<file path="src/rtl/acc_vec_25p_pkg.sv">
// Shared constants for the 25-lane reduction/accumulation stage.
// Holds the lane count, default fixed-point format and the accumulator sizing rule.
package acc_vec_25p_pkg;

  localparam int LANES           = 25;
  localparam int DEF_WIDTH       = 16;
  localparam int DEF_POINT_WIDTH = 8;

  // Smallest accumulator that cannot overflow before saturation:
  // tree growth (+5), channel growth (clog2) and one bit for the bias add.
  function automatic int acc_width_min(input int width, input int ch_num);
    return width + 5 + $clog2(ch_num) + 1;
  endfunction

endpackage

</file>
<file path="src/rtl/acc_vec_25p_add5.sv">
// Five-input signed adder, purely combinational.
// Each operand is sign-extended from IN_W to OUT_W before summing.
module add5_sx
  import acc_vec_25p_pkg::*;
#(
  parameter int IN_W  = DEF_WIDTH,
  parameter int OUT_W = IN_W + 3
) (
  input  logic [5*IN_W-1:0] din,
  output logic [OUT_W-1:0]  sum
);

  always_comb begin
    // NOTE: blocking '=' is right in combinational logic, because the running
    // sum must see its own update each iteration; registers use '<=' only.
    sum = '0;
    for (int i = 0; i < 5; i++) begin
      sum = sum + {{(OUT_W-IN_W){din[i*IN_W+IN_W-1]}}, din[i*IN_W +: IN_W]};
    end
  end

endmodule

</file>
<file path="src/rtl/acc_vec_25p.sv">
// Sums a 25-product vector per cycle through a registered adder tree, accumulates
// CH_NUM vectors, adds a bias and emits one saturated WIDTH-bit result per group.
module acc_vec_25p
  import acc_vec_25p_pkg::*;
#(
  parameter int WIDTH       = DEF_WIDTH,
  parameter int POINT_WIDTH = DEF_POINT_WIDTH,
  parameter int CH_NUM      = 6,
  parameter int ACC_WIDTH   = WIDTH + 12
) (
  input  logic                   clk,
  input  logic                   rst,
  input  logic                   clear,
  input  logic                   in_valid,
  input  logic [WIDTH*LANES-1:0] inP_25P,
  input  logic [WIDTH-1:0]       bias,
  output logic                   out_valid,
  output logic [WIDTH-1:0]       outSum,
  output logic                   sat
);

  localparam int P1_W   = WIDTH + 3;
  localparam int TREE_W = WIDTH + 5;
  localparam int CNT_W  = (CH_NUM > 1) ? $clog2(CH_NUM) : 1;
  localparam logic [CNT_W-1:0] CNT_LAST = CNT_W'(CH_NUM - 1);
  localparam logic signed [ACC_WIDTH-1:0] SAT_MAX =
    {{(ACC_WIDTH-WIDTH+1){1'b0}}, {(WIDTH-1){1'b1}}};
  localparam logic signed [ACC_WIDTH-1:0] SAT_MIN =
    {{(ACC_WIDTH-WIDTH+1){1'b1}}, {(WIDTH-1){1'b0}}};

  generate
    if (CH_NUM < 1 || POINT_WIDTH >= WIDTH ||
        ACC_WIDTH < acc_width_min(WIDTH, CH_NUM)) begin : g_bad_params
      $error("acc_vec_25p: illegal CH_NUM / POINT_WIDTH / ACC_WIDTH combination");
    end
  endgenerate

  logic [4:0][P1_W-1:0]   p1_d, p1_q;
  logic                   v1_d, v1_q;
  logic [TREE_W-1:0]      tree_d, tree_q;
  logic                   v2_d, v2_q;
  logic [CNT_W-1:0]       cnt_d, cnt_q;
  logic signed [ACC_WIDTH-1:0] acc_d, acc_q, fin_d, fin_q;
  logic signed [ACC_WIDTH-1:0] acc_next, tree_sx, bias_sx;
  logic                   done_d, done_q, last_beat;
  logic                   out_valid_d, out_valid_q;
  logic [WIDTH-1:0]       out_sum_d, out_sum_q;
  logic                   sat_d, sat_q;

  // S1: five lane groups of five, S2: one adder over the five partials.
  generate
    for (genvar g = 0; g < 5; g++) begin : g_s1
      add5_sx #(.IN_W(WIDTH), .OUT_W(P1_W)) u_add (
        .din(inP_25P[g*5*WIDTH +: 5*WIDTH]),
        .sum(p1_d[g])
      );
    end
  endgenerate

  add5_sx #(.IN_W(P1_W), .OUT_W(TREE_W)) u_add_s2 (
    .din(p1_q),
    .sum(tree_d)
  );

  always_comb begin
    // NOTE: every signal gets a value before any branch, so no latch is inferred.
    v1_d        = in_valid & ~clear;
    v2_d        = v1_q & ~clear;
    tree_sx     = {{(ACC_WIDTH-TREE_W){tree_q[TREE_W-1]}}, tree_q};
    bias_sx     = {{(ACC_WIDTH-WIDTH){bias[WIDTH-1]}}, bias};
    acc_next    = ((cnt_q == '0) ? '0 : acc_q) + tree_sx;
    last_beat   = v2_q && (cnt_q == CNT_LAST);
    cnt_d       = cnt_q;
    acc_d       = acc_q;
    fin_d       = fin_q;
    done_d      = 1'b0;
    out_valid_d = done_q;
    out_sum_d   = out_sum_q;
    sat_d       = sat_q;

    if (v2_q) begin
      acc_d = acc_next;
      cnt_d = last_beat ? '0 : cnt_q + CNT_W'(1);
    end
    if (last_beat) begin
      fin_d  = acc_next + bias_sx;
      done_d = 1'b1;
    end
    // Abort drops the in-flight beats; S4 still takes whatever done_q holds.
    if (clear) begin
      cnt_d  = '0;
      done_d = 1'b0;
    end

    if (done_q) begin
      if (fin_q > SAT_MAX) begin
        out_sum_d = {1'b0, {(WIDTH-1){1'b1}}};
        sat_d     = 1'b1;
      end else if (fin_q < SAT_MIN) begin
        out_sum_d = {1'b1, {(WIDTH-1){1'b0}}};
        sat_d     = 1'b1;
      end else begin
        out_sum_d = fin_q[WIDTH-1:0];
        sat_d     = 1'b0;
      end
    end
  end

  always_ff @(posedge clk) begin
    if (rst) begin
      p1_q        <= '0;
      v1_q        <= 1'b0;
      tree_q      <= '0;
      v2_q        <= 1'b0;
      cnt_q       <= '0;
      acc_q       <= '0;
      fin_q       <= '0;
      done_q      <= 1'b0;
      out_valid_q <= 1'b0;
      out_sum_q   <= '0;
      sat_q       <= 1'b0;
    end else begin
      p1_q        <= p1_d;
      v1_q        <= v1_d;
      tree_q      <= tree_d;
      v2_q        <= v2_d;
      cnt_q       <= cnt_d;
      acc_q       <= acc_d;
      fin_q       <= fin_d;
      done_q      <= done_d;
      out_valid_q <= out_valid_d;
      out_sum_q   <= out_sum_d;
      sat_q       <= sat_d;
    end
  end

  assign out_valid = out_valid_q;
  assign outSum    = out_sum_q;
  assign sat       = sat_q;

endmodule
</file>
<file path="config.mk">
export PLATFORM = sky130hd
export DESIGN_NAME = acc_vec_25p
export DESIGN_NICKNAME = d
export VERILOG_FILES = /design/src/rtl/acc_vec_25p_pkg.sv /design/src/rtl/acc_vec_25p_add5.sv /design/src/rtl/acc_vec_25p.sv
export SDC_FILE = /design/constraint.sdc
export NUM_CORES = 1
export LEC_CHECK = 0
export CAP_MARGIN = 20
export CORE_MARGIN = 4
export CORE_UTILIZATION = 54
export DETAILED_ROUTE_END_ITERATION = 12
export PLACE_DENSITY = 0.93
export SYNTH_ARGS = -nofsm -noshare
export SYNTH_HDL_FRONTEND = slang
export SYNTH_SLANG_ARGS = --single-unit
</file>
<file path="constraint.sdc">
create_clock -name clk -period 5.6 [get_ports clk]
set_clock_uncertainty 0.05 [all_clocks]
set_input_delay 1.12 -clock clk [delete_from_list [all_inputs] [get_ports clk]]
set_output_delay 1.12 -clock clk [all_outputs]
set_load 0.02 [all_outputs]
</file>
==> results.yml <==
run_status:
  outcome: "completed"
yosys:
  synthCells: 2549
  ys.flop_type: "dfxtp_1"
  syn_avg_cell_area_um2: 8.571
  yosys.area.top_type_share_pct: 19.43
  synth_common_cells: "322 x inv_1, 266 x ha_1, 217 x nor2_1, 212 x fa_1, 196 x dfxtp_1"
  ys_types: 77
  yosysSeqAreaShare_pct: 17.96
  syn_nets: 3447
  yosysMostFrequentCell: "inv_1"
  synth_top_area_cell: "fa_1"
  async_flop_share_pct: 0
  ys_ff_latch: 196
  netlist_area_mm2: 0.02185
  synth_edf_count: 0
  yosys_warnings: 0
  synth_area_leaders: "fa_1 19%, dfxtp_1 18%, ha_1 15%"
critical_path:
  r2r-end: "fin_q[25]$_SDFFE_PP0P_"
  crit_fanout: 4
  end_kind: "flop"
  crit_slowest_cell: "clkdlybuf4s50_1"
  cp.arrival_ps: 5600
  crit_required_ps: 5880
  crit_chain: "clkdlybuf4s50_1 > ha_1 > inv_1 > fa_1 > nor2b_1 > o21ai_0 > a21boi_0 > o21ai_1 > a21oi_1 > a41oi_1 > a21oi_1 > xor2_1 > fa_1 > ha_1 > nand3_1 > nand2_1 > a41o_1 > o41a_1 > a31oi_1 > mux2_1"
  r2r_cells: 24
  criticalPathCategory: "in2reg"
  cp-start-kind: "input port"
  slowest_delay_ps: 490
  r2r_setup_slack_ps: 370
  reg2reg_from: "cnt_q[0]$_SDFFE_PP0P_"
place:
  dp_hpwl_um: 52460
  placed_cells: 3499
  post-place-ws_ps: -175.9
  io_buffers: 437
  globalplace.congestion: 0.9435
route:
  drcViolationCount: 0
  via_count: 19982
  ant_nets: 0
  wirelength_um: 61560
  first_pass_iters: 7
  drt-initial-drc-count: 1289
  viasPerCell: 5.654
  post_drt_wl_per_cell_um: 17.42
die:
  io_pins: 438
  dieHeight_um: 209.1
  initial_core_util_pct: 54.86
  fp-row-count: 73
  coreArea_mm2: 0.03982
  dieArea_mm2: 0.04374
  die_x_um: 209.1
clock_tree:
  clock_sinks: 196
  cts_tree: "done"
  clock_latency_ps: 440
  clock-root-buffer: "clkbuf_16"
  path_clk_slew_ps: 80
  cts.path.max_buffers: 2
  numCtsBuffers: 17
  cts-htree-levels: 4
final_layout:
  final_util_pct: 69.50
  antenna_cells: 0
  drive_above_1_share_pct: 3.656
  stdcell_count: 3534
  synthToLayoutAreaGrowth_pct: 26.68
  fin_nets: 3894
grt:
  grt_pass1_vias: 21134
  grt_max_degree: 67
  grt_pass1_wl_um: 100900
  grt_overflow: 0
  grtUsageTotal_pct: 27.49
  grt_antenna_before_repair: 0
hold_path:
  hold_depth: 2
  hp-start: "fin_q[5]$_SDFFE_PP0P_"
  holdPathEnd: "fin_q[5]$_SDFFE_PP0P_"
  hold_class: "reg2reg"
timing:
  setup_ws_ps: 276.3
  report.final.slew_viol_count: 0
  relSlewSlack_pct: 38.54
  hold_viol: 0
  setup_violations: 0
  fin_crit_sh_pct: 95.07
  min_period_ps: 5324
  max_freq_mhz: 187.8
  tightest_slew_ps: 920.9
flow_run:
  drv_cap: 0
pwr:
  p_leak_nw: 12.54
  irDropWorstVdd_v: 0.0004565
  power_density_mw_per_mm2: 481.2
-- layout make-up --
cell class                      instances  area [um2]
Clock buffer                           18       429.2
Clock inverter                         14       142.6
Fill cell                            3029       12150
Inverter                              322        1209
Multi-Input combinational cell       1984       16650
Sequential cell                       196        3924
Tap cell                              525       656.9
Timing Repair Buffer                  475        4661
-- state kept, by name, indices dropped and copies added (netlist names), 3 cells and up --
register / cells
acc_q: 28
outSum: 16
tree_q: 21
fin_q: 28
cnt_q: 3
p1_q: 95
-- kinds of logic (layout without fill, tap and decap cells) --
family,count (synthesis),after routing,share of synthesized area [%]
simple gates,719,719,15.67
compound gates,583,583,17.02
fa+ha+maj,478,478,34.66
buf+inv,369,829,6.346
flops,196,196,17.96
xor+xnor,177,177,7.096
mux,27,27,1.248
-- how the worst max path moves through the flow --
stage / from / endpoint
2_1_floorplan: inP_25P[160] / p1_q[55]$_SDFF_PP0_
3_3_place_gp: inP_25P[160] / p1_q[55]$_SDFF_PP0_
3_5_place_dp: inP_25P[80] / p1_q[37]$_SDFF_PP0_
4_1_cts: cnt_q[1]$_SDFFE_PP0P_ / fin_q[25]$_SDFFE_PP0P_
5_1_grt: inP_25P[80] / p1_q[36]$_SDFF_PP0_
6_report: inP_25P[160] / p1_q[55]$_SDFF_PP0_
-- routing by layer --
layer,GRT usage [%],vias up,part of all wire (%)
li1,-,9576,-
met3,3.483,143,5.2
met2,50.07,751,51
met5,0,-,0
met4,9.586,0,3.6
met1,33.40,9512,40
-- power by group --
part | internal [mW] | switching (mW)
Sequential | 1.80 | 0.255
Clock | 0.592 | 0.588
Combinational | 4.50 | 5.58
Total | 6.90 | 6.42
-- what timing repair did --
action,in CTS,in global routing
setup buffers,0,3
gates resized for setup,1,23
pin swaps,0,6
cloned,0,0
endpoints found under the setup margin,1,11
endpoints found under the hold margin,0,0
hold buffers,0,0
-- cell usage in the layout (no fill, tap or decap), types with 11 or more instances in the layout --
master	synthesis	layout
o21bai_1	19	19
mux2i_1	25	25
and2_1	36	36
nor2_1	217	217
clkbuf_16	0	17
nor2b_1	42	42
inv_1	322	322
a211oi_1	28	26
ha_1	266	264
clkdlybuf4s50_1	0	436
o211ai_1	25	25
nand3_1	45	45
or3_1	29	29
a21oi_2	1	11
nand2_1	164	164
a21o_1	58	58
o21ai_0	66	66
xnor2_1	110	110
a31oi_1	26	26
o21a_1	23	23
nor3_1	76	75
and3_1	24	24
nand4_1	15	15
o21ai_1	48	48
buf_4	0	38
nand2b_1	39	39
fa_1	212	212
a21oi_1	193	183
dfxtp_1	196	196
xor2_1	67	65
-- metrics by stage --
step / cell area (um2) / power [mW] / TNS [ps] / hold WS [ps]
finish: 27680 / 13.32 / 0 / 411.3
global route: 27680 / 14.64 / -1.330 / 422.2
CTS: 27540 / 13.15 / 0 / 404.8
detailed placement: 26960 / 11.87 / -1277 / 395.8
global placement: 26960 / 11.45 / 0 / 389.9
floorplan: 21850 / 9.354 / 0 / 381.9
-- critical path: cells and delay by family --
| kind | cells | cell delay [ps] |
|---|---|---|
| adder cells (fa/ha/maj) | 4 | 1360 |
| XOR/XNOR | 1 | 200 |
| buffers and inverters | 2 | 550 |
| multiplexers | 1 | 350 |
| AND/OR/NAND/NOR | 3 | 260 |
| AO/OA/AOI/OAI | 9 | 1770 |
Note: power is estimated with default switching activity, not from simulation.
